<file path="src/rtl/rs_bank_arbiter_pkg.sv">
// rs_bank_arbiter_pkg: FSM state encoding and operation codes shared by the RS bank arbiter.
package rs_bank_arbiter_pkg;
  typedef enum logic [1:0] {
    IDLE  = 2'd0,
    DRIVE = 2'd1,
    CHECK = 2'd2,
    DONE  = 2'd3
  } state_e;
  localparam logic OP_SET = 1'b1;
  localparam logic OP_CLR = 1'b0;
endpackage

</file>
<file path="src/rtl/rs_bank_arbiter_rr_arbiter.sv">
// rr_arbiter: combinational round-robin pick; lowest requester at or after the pointer wins.
module rr_arbiter #(
  parameter int NREQ = 2,
  parameter int PW   = 1
) (
  input  logic [NREQ-1:0] req_i,
  input  logic [PW-1:0]   ptr_i,
  output logic [NREQ-1:0] gnt_o,
  output logic [PW-1:0]   gidx_o,
  output logic            valid_o
);
  always_comb begin
    gidx_o = '0;
    // Walk from the farthest offset down so the nearest requester is assigned last.
    for (int i = NREQ - 1; i >= 0; i--)
      if (req_i[(int'(ptr_i) + i) % NREQ]) gidx_o = PW'((int'(ptr_i) + i) % NREQ);
    valid_o = |req_i;
    gnt_o   = valid_o ? NREQ'(1) << gidx_o : '0;
  end
endmodule

</file>
<file path="src/rtl/rs_bank_arbiter.sv">
// rs_bank_arbiter: serialises set/clear requests onto an RS flip-flop bank, never driving R=S=1,
// and confirms each operation through the bank's Q readback before acknowledging.
module rs_bank_arbiter
  import rs_bank_arbiter_pkg::*;
#(
  parameter int NREQ  = 2,
  parameter int NBITS = 8,
  parameter int IDXW  = 3
) (
  input  logic                 C,
  input  logic                 NCLR,
  input  logic [NREQ-1:0]      REQ,
  input  logic [NREQ-1:0]      OP,
  input  logic [NREQ*IDXW-1:0] IDX,
  input  logic [NBITS-1:0]     Q,
  output logic [NBITS-1:0]     R,
  output logic [NBITS-1:0]     S,
  output logic [NREQ-1:0]      ACK,
  output logic                 BUSY,
  output logic                 ERR
);
  localparam int PW = NREQ > 1 ? $clog2(NREQ) : 1;

  state_e            state_q, state_d;
  logic [PW-1:0]     ptr_q, ptr_d, gnt_q, gnt_d;
  logic              op_q, op_d;
  logic [IDXW-1:0]   idx_q, idx_d;
  logic [NBITS-1:0]  r_q, r_d, s_q, s_d;
  logic [NREQ-1:0]   ack_q, ack_d;
  logic              busy_q, err_q, err_d;
  logic [NREQ-1:0]   arb_gnt;
  logic [PW-1:0]     arb_idx;
  logic              arb_valid;
  logic              req_op;
  logic [IDXW-1:0]   req_idx;
  logic [NBITS-1:0]  req_sel, cur_sel;
  logic              cur_ok, mismatch;

  rr_arbiter #(.NREQ(NREQ), .PW(PW)) u_rr (
    .req_i  (REQ),
    .ptr_i  (ptr_q),
    .gnt_o  (arb_gnt),
    .gidx_o (arb_idx),
    .valid_o(arb_valid)
  );

  assign req_op   = |(OP & arb_gnt);
  assign req_idx  = IDX[32'(arb_idx)*IDXW +: IDXW];
  // An out-of-range index shifts the single 1 off the top, so no line is driven.
  assign req_sel  = NBITS'(1) << req_idx;
  assign cur_sel  = NBITS'(1) << idx_q;
  assign cur_ok   = 32'(idx_q) < NBITS;
  assign mismatch = !cur_ok || ((|(Q & cur_sel)) != op_q);

  always_comb begin
    state_d = state_q;
    ptr_d   = ptr_q;
    gnt_d   = gnt_q;
    op_d    = op_q;
    idx_d   = idx_q;
    r_d     = '0;
    s_d     = '0;
    ack_d   = '0;
    err_d   = err_q;
    case (state_q)
      IDLE: if (arb_valid) begin
        state_d = DRIVE;
        gnt_d   = arb_idx;
        op_d    = req_op;
        idx_d   = req_idx;
        r_d     = req_op == OP_CLR ? req_sel : '0;
        s_d     = req_op == OP_SET ? req_sel : '0;
      end
      DRIVE: state_d = CHECK;
      CHECK: begin
        state_d = DONE;
        ack_d   = NREQ'(1) << gnt_q;
        err_d   = err_q | mismatch;
      end
      DONE: begin
        state_d = IDLE;
        ptr_d   = 32'(gnt_q) == NREQ - 1 ? '0 : gnt_q + PW'(1);
      end
      default: state_d = IDLE;
    endcase
  end

  always_ff @(posedge C or negedge NCLR) begin
    if (!NCLR) begin
      state_q <= IDLE;
      ptr_q   <= '0;
      gnt_q   <= '0;
      op_q    <= 1'b0;
      idx_q   <= '0;
      r_q     <= '0;
      s_q     <= '0;
      ack_q   <= '0;
      busy_q  <= 1'b0;
      err_q   <= 1'b0;
    end else begin
      state_q <= state_d;
      ptr_q   <= ptr_d;
      gnt_q   <= gnt_d;
      op_q    <= op_d;
      idx_q   <= idx_d;
      r_q     <= r_d;
      s_q     <= s_d;
      ack_q   <= ack_d;
      busy_q  <= state_d != IDLE;
      err_q   <= err_d;
    end
  end

  assign R    = r_q;
  assign S    = s_q;
  assign ACK  = ack_q;
  assign BUSY = busy_q;
  assign ERR  = err_q;
endmodule

</file>
<file path="config.mk">
export PLATFORM = sky130hd
export DESIGN_NAME = rs_bank_arbiter
export DESIGN_NICKNAME = d
export VERILOG_FILES = /design/src/rtl/rs_bank_arbiter_pkg.sv /design/src/rtl/rs_bank_arbiter_rr_arbiter.sv /design/src/rtl/rs_bank_arbiter.sv
export SDC_FILE = /design/constraint.sdc
export NUM_CORES = 1
export LEC_CHECK = 0
export CORE_MARGIN = 2
export CORE_UTILIZATION = 48
export CTS_CLUSTER_SIZE = 40
export DETAILED_ROUTE_END_ITERATION = 7
export GPL_TIMING_DRIVEN = 0
export PLACE_DENSITY = 0.89
export RECOVER_POWER = 50
export SETUP_SLACK_MARGIN = 0.1
export SLEW_MARGIN = 10
export SYNTH_ARGS = -nofsm -noshare
export SYNTH_HDL_FRONTEND = slang
export SYNTH_SLANG_ARGS = --single-unit
</file>
<file path="constraint.sdc">
create_clock -name C -period 3.3 [get_ports C]
set_input_delay 0.33 -clock C [delete_from_list [all_inputs] [get_ports C]]
set_output_delay 0.33 -clock C [all_outputs]
set_load 0.01 [all_outputs]
</file>
==> run_results.csv <==
group,metric,value,unit
floorplan,fp-row-count,18,
placement,placed_area,1610,µm²
logic_synthesis,ys_ff_latch,28,
power,power_density,631,nW/µm²
setup_path,cp_max_fo,9,
setup_path,arrival,2120,ps
sta,setup_viol,0,
setup_path,regToRegSetupSlack,1550,ps
sta,fin_tns_setup,0,ps
finish,layout_common_cells,"34 x clkdlybuf4s50_1, 28 x dfrtp_1, 8 x nand2_1, 8 x nor4_1",
global_routing,antenna_found_initial,0,
sta,fin_crit,1860,ps
finish,drive_above_1_share,10.1,%
floorplan,die_h,53.8,µm
finish,fillers,184,
global_routing,grt_overflow,0,
setup_path,worstSetupStartpoint,"REQ[0]",
setup_path,timing.rr.start,"ptr_q",
global_routing,grt_first_pass_wirelength,3930,µm
global_routing,grt_start_max_net_pins,29,
setup_path,crit_required,3560,ps
drt,num_vias,928,
drt,first_pass_iters,4,
drt,ant_nets,0,
global_routing,grt_pass1_vias,965,
logic_synthesis,synth-compound-area-share,8.53,%
drt,routedWlPerCell,14.2,µm
finish,multi_input_area,464,µm²
placement,numPortBuffers,38,
drt,drc,0,
drt,vias_per_cell,5.52,
floorplan,core,2410,µm²
placement,dp_hpwl,1850,µm
logic_synthesis,avgSynthCellArea,12.4,µm²
finish,diodes,0,
clock_tree,clk_pin_slew,140,ps
placement,dpl.cell_count,164,
clock_tree,clock_path_buffers,2,
flow_run,maxCapViolCount,0,
setup_path,reg2reg_to,"S[5]",
power,leakage,0.750,nW
finish,fin_nets,163,
sta,worstMarginPinSlew,1430,ps
floorplan,die_x,53.8,µm
finish,fin_area,1650,µm²
finish,register_area,701,µm²
finish,mostFrequentLayoutCell,"clkdlybuf4s50_1",
logic_synthesis,ys_seq_area_share,58.9,%
clock_tree,post-cts-setup-buffers,0,
floorplan,start_util,49.3,%
logic_synthesis,synth_xor_area_share,0.737,%
hold_path,hp-class,"primary input to asynchronous set/reset pin",
clock_tree,root_buffer,"clkbuf_4",
floorplan,ioPinCount,40,
sta,relSlewSlack,4.97,%
logic_synthesis,synth_top_family_by_area,"simple AND/OR/NAND/NOR gates",
setup_path,critPathKind,"primary input to flop",
placement,place_congestion,0.842,
finish,stdcell_count,168,
logic_synthesis,netlist_area,1190,µm²
clock_tree,cts-hold-fix-buffers,0,
logic_synthesis,yosysWarnings,0,
clock_tree,cts_tree,"done",
setup_path,crit_path_end_kind,"flop",
logic_synthesis,synthSimpleGateAreaFrac,16.7,%
sta,finalHoldViolCount,0,
sta,maxSlewViolCount,0,
sta,rsz0062_at_grt,"false",
sta,fin_crit_sh,56.2,%
clock_tree,cts_max_level,1,
floorplan,die-area,2890,µm²
finish,areaGrowthSynthToFinish,39.1,%
finish,post-route-util,68.6,%
clock_tree,clock-sinks,28,
clock_tree,clock_latency,310,ps
global_routing,track_usage,18.7,%
clock_tree,ctsResizeCount,0,
power,ir_drop,0.474,mV
drt,first_iter_violations,21,
drt,drt_wl_total,2380,µm
sta,skew,4.97,ps
logic_synthesis,yosysUniqueCellTypes,27,
logic_synthesis,synthAdderAreaFrac,4.21,%
sta,fmax,0.539,GHz
setup_path,start_kind,"primary input",
logic_synthesis,synthMuxAreaShare,8.84,%
clock_tree,cts_buffers,3,
setup_path,endpoint,"S[5]",
logic_synthesis,synth_cells,96,
setup_path,r2r_cells,4,
run_status,status,"completed",
logic_synthesis,syn_nets,120,
[power by group]
group          switching, mW  internal [mW]  total (mW)
Sequential            0.0482          0.419       0.467
Clock                 0.0921          0.123       0.215
Combinational          0.179          0.181       0.361
Total                  0.320          0.723        1.04
[metrics by stage]
step | worst slack [ps] | total power, mW | hold slack [ps]
floorplan | 1860 | 0.696 | 34.4
global placement | 1130 | 0.816 | 444
detailed placement | 1130 | 0.839 | 448
CTS | 1470 | 1.06 | 480
global route | 1320 | 1.12 | 450
finish | 1440 | 1.04 | 320
[state kept, by name (all words and copies together) (netlist names), 2 cells and up]
name	flops
R	8
S	8
state_q	2
ACK	2
idx_q	3
[worst max-delay path: stages]
cell and delay [ps]:
clkdlybuf4s50_1 580, nand2b_4 100, nand2_1 200, mux2i_1 610
and3_2 290
[per-layer routing]
| metal | vias to the layer above | routed length, µm | GRT usage (%) |
|---|---|---|---|
| met5 | - | 0 | 0 |
| met1 | 459 | 907 | 22.1 |
| met3 | 2 | 179 | 2.50 |
| li1 | 430 | - | - |
| met2 | 37 | 1280 | 35.0 |
| met4 | 0 | 12 | 5.13 |
[cells by family after synthesis]
kind of cell / count (synthesis)
simple gates: 35
xor+xnor: 1
mux: 7
buf+inv: 6
compound gates: 15
fa+ha+maj: 4
flops: 28
[final cells by class]
cell class / instances / area share, %
Buffer: 1 / 0.303
Clock buffer: 3 / 1.36
Clock inverter: 1 / 1.82
Inverter: 5 / 1.14
Multi-Input combinational cell: 62 / 28.1
Sequential cell: 28 / 42.4
Tap cell: 30 / 2.27
Timing Repair Buffer: 38 / 22.6
[Yosys cell counts (all sizes together)]
| library cell | count | share of area (%) |
|---|---|---|
| dfrtp | 28 | 59 |
| a21oi | 3 | 1.3 |
| mux2i | 3 | 2.5 |
| or2 | 1 | 0.53 |
| o21ai | 5 | 2.1 |
| a211oi | 1 | 0.63 |
| a32oi | 1 | 0.74 |
| nor2b | 2 | 1.1 |
| nor3 | 5 | 2.1 |
| a21bo | 1 | 0.84 |
| nand2b | 1 | 1.2 |
| nor2 | 2 | 0.63 |
| nand2 | 8 | 2.5 |
| a32o | 2 | 1.7 |
| a21boi | 1 | 0.63 |
| and2 | 2 | 1.1 |
| ha | 4 | 4.2 |
| nor4 | 8 | 4.2 |
| nand4 | 1 | 0.53 |
| inv | 5 | 1.6 |
| mux4 | 2 | 4.4 |
| xnor2 | 1 | 0.74 |
| buf | 1 | 0.42 |
| nand3 | 1 | 0.42 |
| mux2 | 2 | 1.9 |
| a21o | 1 | 0.63 |
| and3 | 4 | 2.5 |
[worst min path at each step]
stage                     startpoint      to  slack, ps  depth (start not counted)
after floorplan                 NCLR  ACK[0]         30                          0
after global placement           ERR     ERR        440                          1
after detailed placement         ERR     ERR        450                          1
after CTS                        ERR     ERR        480                          1
after global routing            NCLR    S[2]        450                          1
final                           NCLR     ERR        320                          1
Power figures use the tool's default switching activity.
